**config.mk**
```make
export PLATFORM = sky130hd
export DESIGN_NAME = csa_resolver
export DESIGN_NICKNAME = d
export VERILOG_FILES = /design/src/rtl/csa_pkg.sv /design/src/rtl/chunk_adder.sv /design/src/rtl/csa_resolver.sv
export SDC_FILE = /design/constraint.sdc
export NUM_CORES = 1
export LEC_CHECK = 0
export ABC_AREA = 1
export BUFFER_PORTS_ARGS = -buffer_cell sky130_fd_sc_hd__buf_2
export CAP_MARGIN = 30
export CORE_MARGIN = 5
export CORE_UTILIZATION = 59
export CTS_CLUSTER_SIZE = 20
export DETAILED_ROUTE_END_ITERATION = 7
export PLACE_DENSITY = 0.85
export SLEW_MARGIN = 0
export SYNTH_ARGS = -nofsm -noshare
export SYNTH_HDL_FRONTEND = slang
export SYNTH_SLANG_ARGS = --single-unit
```
**constraint.sdc**
```tcl
create_clock -name clk -period 4.23 [get_ports clk]
set_input_delay 0.423 -clock clk [delete_from_list [all_inputs] [get_ports clk]]
set_output_delay 0.423 -clock clk [all_outputs]
set_load 0.02 [all_outputs]
```
**src/rtl/csa_pkg.sv**
```systemverilog
// csa_pkg: shared FSM state type and default operand/chunk widths for csa_resolver
package csa_pkg;
  localparam int WIDTH_DEF = 64;
  localparam int CHUNK_DEF = 16;
  typedef enum logic [1:0] {IDLE, ADD, DONE} state_t;
endpackage

```
**src/rtl/chunk_adder.sv**
```systemverilog
// chunk_adder: stateless W-bit adder; a, b, cin -> sum, cout
module chunk_adder #(
  parameter int W = 16
) (
  input  logic [W-1:0] a,
  input  logic [W-1:0] b,
  input  logic         cin,
  output logic [W-1:0] sum,
  output logic         cout
);
  assign {cout, sum} = {1'b0, a} + {1'b0, b} + {{W{1'b0}}, cin};
endmodule

```
**src/rtl/csa_resolver.sv**
```systemverilog
// csa_resolver: resolves a carry-save sum/carry pair to binary CHUNK bits per cycle; in_valid/in_ready accept, out_valid/out_ready deliver result/cout
module csa_resolver
  import csa_pkg::*;
#(
  parameter int WIDTH = WIDTH_DEF,
  parameter int CHUNK = CHUNK_DEF
) (
  input  logic             clk,
  input  logic             rst_n,
  input  logic             in_valid,
  output logic             in_ready,
  input  logic [WIDTH-1:0] sum_in,
  input  logic [WIDTH-1:0] carry_in,
  output logic             out_valid,
  input  logic             out_ready,
  output logic [WIDTH-1:0] result,
  output logic             cout
);
  localparam int NCH = WIDTH / CHUNK;
  localparam int KW = NCH > 1 ? $clog2(NCH) : 1;
  if (WIDTH % CHUNK != 0) begin : g_width_chk
    $error("csa_resolver: WIDTH must be a multiple of CHUNK");
  end
  state_t state, nxt;
  logic [KW-1:0] k;
  logic [WIDTH-1:0] a_r, b_r;
  logic [CHUNK-1:0] s;
  logic c, co, last;
  chunk_adder #(.W(CHUNK)) u_add (
    .a(a_r[k*CHUNK +: CHUNK]),
    .b(b_r[k*CHUNK +: CHUNK]),
    .cin(c),
    .sum(s),
    .cout(co)
  );
  assign last = k == KW'(NCH - 1);
  assign in_ready = state == IDLE;
  assign out_valid = state == DONE;
  always_comb begin
    nxt = state;
    nxt = (state == IDLE && in_valid) ? ADD :
          (state == ADD && last) ? DONE :
          (state == DONE && out_ready) ? IDLE : state;
  end
  always_ff @(posedge clk or negedge rst_n) begin
    if (!rst_n) begin
      state <= IDLE;
      k <= '0;
      c <= 1'b0;
      a_r <= '0;
      b_r <= '0;
      result <= '0;
      cout <= 1'b0;
    end else begin
      state <= nxt;
      if (in_ready && in_valid) begin
        a_r <= sum_in;
        b_r <= carry_in;
        k <= '0;
        c <= 1'b0;
      end else if (state == ADD) begin
        result[k*CHUNK +: CHUNK] <= s;
        c <= co;
        k <= k + 1'b1;
        if (last) cout <= co;
      end
    end
  end
endmodule

```
Word-level counts from Yosys, hierarchy flattened. Index checks and enable logic that the tools add are counted.

Flip-flop bits (word level): 198. Output and inout bits: 67.

Add/sub/neg operators: 4. Eq/ne operators: 3. Shift-type cells: 4. Muxes and demuxes: 8. Bitwise operators: 1. Reduce and logical (&&, ||, !) cells: 8.

Operators by type and width (number): $shiftx A64 B7 Y16 (2); $bwmux W64 (1); $shift A16 B34 Y64 const A (1); $shiftx A16 B34 Y64 (1); $neg A6 Y34 (1); $add A16 B16 Y17 (1); $add A17 B1 Y17 (1); $mux W2 (5); $eq A2 B2 Y1 const B (2); $logic_and A1 B1 Y1 (3); $reduce_and A3 Y1 (1); $reduce_bool A3 Y1 (1); $add A2 B1 Y2 const B (1); $eq A2 B1 Y1 const B (1); $logic_not A2 Y1 (1); $mux W1 (2); $reduce_and A2 Y1 (1); $reduce_bool A2 Y1 (1); $not A1 Y1 (1).

Logic depth before layout (Yosys ltp).
Depth in word-level cells: 5. Mapped depth: 17. Gate-level depth less buffers: 15.

Hierarchy. A second synthesis with hierarchy kept.

Cells, all modules: 1318. Area, all modules: 10141.0 µm².

Modules (own cells, without submodules): csa_resolver (instances 1, cells an instance 1133, area an instance 9147.5 µm², seq. area each 4954.8 µm²); chunk_adder (instances 1, cells an instance 185, area an instance 993.5 µm², seq. area each 0.0 µm²).

Least setup slack after synthesis. Ideal clock, no wire load.

Path type: register to register. From: reg k[0]. To: reg result[24]. Library setup time: 66 ps. Data arrival time: 2646 ps. Required time: 4164 ps. Path slack: 1519 ps. Stages on the path, launching flop included: 16. Buffers on the path: 2. Clock period less this slack: 2711 ps. Cell sequence: dfrtp_1 -> buf_2 -> inv_1 -> clkbuf_1 -> nor2_1 -> o22ai_1 -> fa_1 -> inv_1 -> fa_1 -> inv_1 -> nand3_1 -> nand3_1 -> a21oi_1 -> xnor2_1 -> nand4_1 -> nand2_1.

Word-level cells in the longest chain between the ends: 5. Elaborated cells on any way between the ends: 8.

RTL lines: from (decl) (RTL line csa_resolver.sv:25) `logic [KW-1:0] k;`; from (signal assigned) (RTL line csa_resolver.sv:64) `k <= k + 1'b1;`; $shiftx A64 B7 Y16 (on tied branches) (RTL line csa_resolver.sv:30, csa_resolver.sv:31); $add A16 B16 Y17 (RTL line chunk_adder.sv:11) `assign {cout, sum} = {1'b0, a} + {1'b0, b} + {{W{1'b0}}, cin};`; $add A17 B1 Y17 (RTL line chunk_adder.sv:11); $shiftx A16 B34 Y64 (RTL line csa_resolver.sv:62) `result[k*CHUNK +: CHUNK] <= s;`; $bwmux W64 (*) (RTL line csa_resolver.sv:62); to (signal, indexed assignment) (RTL line csa_resolver.sv:62); to (decl) (RTL line csa_resolver.sv:16) `output logic [WIDTH-1:0] result,`.

Every way passes the cells marked *; elsewhere a longest branch is shown, timed or not. A chain may end at the register's enable or synchronous reset.

Final worst setup path.
From: reg k[0]. To: reg result[60].

Same word-level chain as after synthesis.

==> flow_summary.json <==
{
  "status": "complete, no violations",
  "cp_common_cell": "nand3_1",
  "wirelength_mm": 24.11,
  "areaGrowthSynthToFinish_pct": 18.08,
  "grt_pass1_vias": 7553,
  "synth_area_um2": 9405,
  "cts.path.max_buffers": 2,
  "crit_path_max_fanout": 43,
  "slew_violations": 0,
  "fin_util_pct": 70.42,
  "place_ws_ns": 1.212,
  "stdcell_count": 1335,
  "synth_cells": 927,
  "critPathSlowestCell": "inv_2",
  "required_ns": 4.61,
  "fmax_mhz": 328.7,
  "num_io_pins": 199,
  "synth_seq_cells": 198,
  "holdBufCountCts": 0,
  "cts_num_sinks": 198,
  "drtPass1Iterations": 5,
  "num_vias": 7576,
  "yosysWarnings": 0,
  "irDropWorstVdd_mv": 0.2831,
  "grt_antenna_before_repair": 3,
  "critPathKind": "reg2reg",
  "layout_common_cells": "nand2_1 (198), dfrtp_1 (197), buf_2 (197)",
  "rows": 46,
  "htreeDepth": 4,
  "drc": 0,
  "worstPathArrival_ns": 3.42,
  "grt.total_usage_pct": 26.96,
  "place.gp.congestion": 0.9431,
  "grt_max_degree": 120,
  "relSlewSlack_pct": 36.84,
  "core_area_um2": 15770,
  "regArea_um2": 4956,
  "end_kind": "flip-flop",
  "report.final.hold_viol_count": 0,
  "portBuffers": 198,
  "die_x_um": 136.3,
  "chipHeight_um": 136.3,
  "synth_flop_cell": "dfrtp_1",
  "antenna_left": 0,
  "whs_ns": 0.1347,
  "syn_area_per_cell_um2": 10.15,
  "max_stage_delay_ns": 0.50,
  "nFillCells": 1200,
  "synth_seq_area_share_pct": 52.68,
  "powerDensity_nw_per_um2": 324.9,
  "wl_per_cell_um": 18.06,
  "diodes": 0,
  "setup_ws_ns": 1.188,
  "nets": 1260,
  "drv_cap": 0,
  "routed_via_density": 5.675,
  "cp-start-kind": "flip-flop",
  "first_iter_violations": 619,
  "fin_crit_sh_pct": 71.92,
  "synth_edf_count": 0,
  "clk_pin_slew_ns": 0.07,
  "dpl.cell_count": 1303,
  "rsz0062_at_grt": "no",
  "clock_skew_ns": 0.008657,
  "tns_ns": 0,
  "start_util_pct": 59.64,
  "min_period_ns": 3.042,
  "dp_hpwl_mm": 17.03,
  "numCtsBuffers": 17,
  "cts-root-buf": "clkbuf_16",
  "tritoncts": "yes",
  "grt_overflow": 0,
  "async_flop_share_pct": 100.0,
  "ctsResizeCount": 0,
  "grt_pass1_wl_mm": 38.83,
  "die-area_um2": 18570,
  "power.total_mw": 3.608,
  "fin_area_um2": 11110,
  "drive_above_1_share_pct": 29.13,
  "min_path_type": "in2async",
  "syn-num-nets": 1081,
  "ff2ff_setup_slack_ns": 1.19,
  "clk-insertion-delay-late_ns": 0.44,
  "critical_path.cell_chain": "inv_2 > o21ai_0 > o22ai_1 > fa_1 > inv_1 > fa_1 > inv_1 > nand3_1 > nand3_1 > nand3_1 > nand3_1 > nand2_1 > nand2_1 > nand4_1 > nand2_1",
  "power_leakage_nw": 6.308,
  "setup_viol_count_final": 0,
  "multiInputGateArea_um2": 4003,
  "synthDistinctLibCells": 37,
  "post_cts_buffers": 0,
  "tightest_slew_ns": 0.9474,
  "final_common_cell": "nand2_1",
  "placed_cell_area_um2": 10520
}
path summary, 6_finish.rpt:
| kind | cells after the start | endpoint | startpoint |
|---|---|---|---|
| setup reg to reg | 15 | result[60]$_DFFE_PN0P_ | k[0]$_DFFE_PN0P_ |
| min in group clk | 2 | a_r[18]$_DFFE_PN0P_ | sum_in[18] |
| setup / recovery | 15 | result[60]$_DFFE_PN0P_ | k[0]$_DFFE_PN0P_ |
| max in group asynchronous | 2 | a_r[45]$_DFFE_PN0P_ | rst_n |
| hold reg to reg | 2 | result[59]$_DFFE_PN0P_ | result[59]$_DFFE_PN0P_ |
| hold / removal | 1 | result[19]$_DFFE_PN0P_ | rst_n |
worst max-delay path: cells and delay by family (launching register included):
family          cells  cell delay [ns]
fa+ha+maj           2             0.64
buf+inv             3             0.65
flops               1             0.42
compound gates      2             0.41
simple gates        8             0.86
power by group:
| group | internal [mW] | switching (mW) |
|---|---|---|
| logic | 0.0457 | 0.0587 |
| clock network | 0.904 | 0.708 |
| registers | 1.89 | 0 |
| total | 2.84 | 0.766 |
layer usage:
layer	vias to the layer above	GRT usage, %	part of all wire (%)
met3	49	6.218	8.6
met1	3678	37.82	43
met2	352	41.52	46
met4	6	9.518	2.3
li1	3491	-	-
met5	-	0	0.17
final cells by class:
cell class / count / area share, %
clock inverters: 11 / 1.127
multi-input cells: 629 / 36.04
clock buffers: 21 / 4.146
inverters: 53 / 1.791
repair buffers: 207 / 9.835
well taps: 216 / 2.434
flip-flops and latches: 198 / 44.63
cell usage after synthesis (2+ instances only):
cell | n | area, um2
a21oi_1 | 13 | 65.06
a22o_1 | 8 | 70.07
a32oi_1 | 2 | 17.52
buf_1 | 2 | 7.510
buf_2 | 10 | 50.05
buf_4 | 6 | 45.04
buf_6 | 6 | 67.56
clkbuf_1 | 23 | 86.33
dfrtp_1 | 198 | 4955
fa_1 | 2 | 40.04
ha_1 | 20 | 250.2
inv_1 | 46 | 172.7
inv_2 | 6 | 22.52
mux2_1 | 56 | 630.6
mux2_2 | 72 | 810.8
nand2_1 | 199 | 747.0
nand2_4 | 2 | 22.52
nand3_1 | 26 | 130.1
nand4_1 | 18 | 112.6
nor2_1 | 77 | 289.0
nor3_1 | 3 | 15.01
nor3_4 | 2 | 32.53
o21ai_0 | 70 | 350.3
o21ai_1 | 12 | 60.06
o22ai_1 | 31 | 193.9
xnor2_1 | 3 | 26.28
xor2_1 | 4 | 35.03
sequential cells by signal (all words and copies together) (netlist names):
name,cells
a_r,64
b_r,64
c,1
cout,1
k,2
result,64
state,2
logic make-up after synthesis:
group                    synth area share [%]
AND/OR/NAND/NOR                         15.18
flip-flops                              52.68
AO/OA/AOI/OAI                           8.235
multiplexers                            15.33
buffers and inverters                   4.842
adder cells (fa/ha/maj)                 3.086
XOR/XNOR                               0.6519
Power figures use the tool's default switching activity.
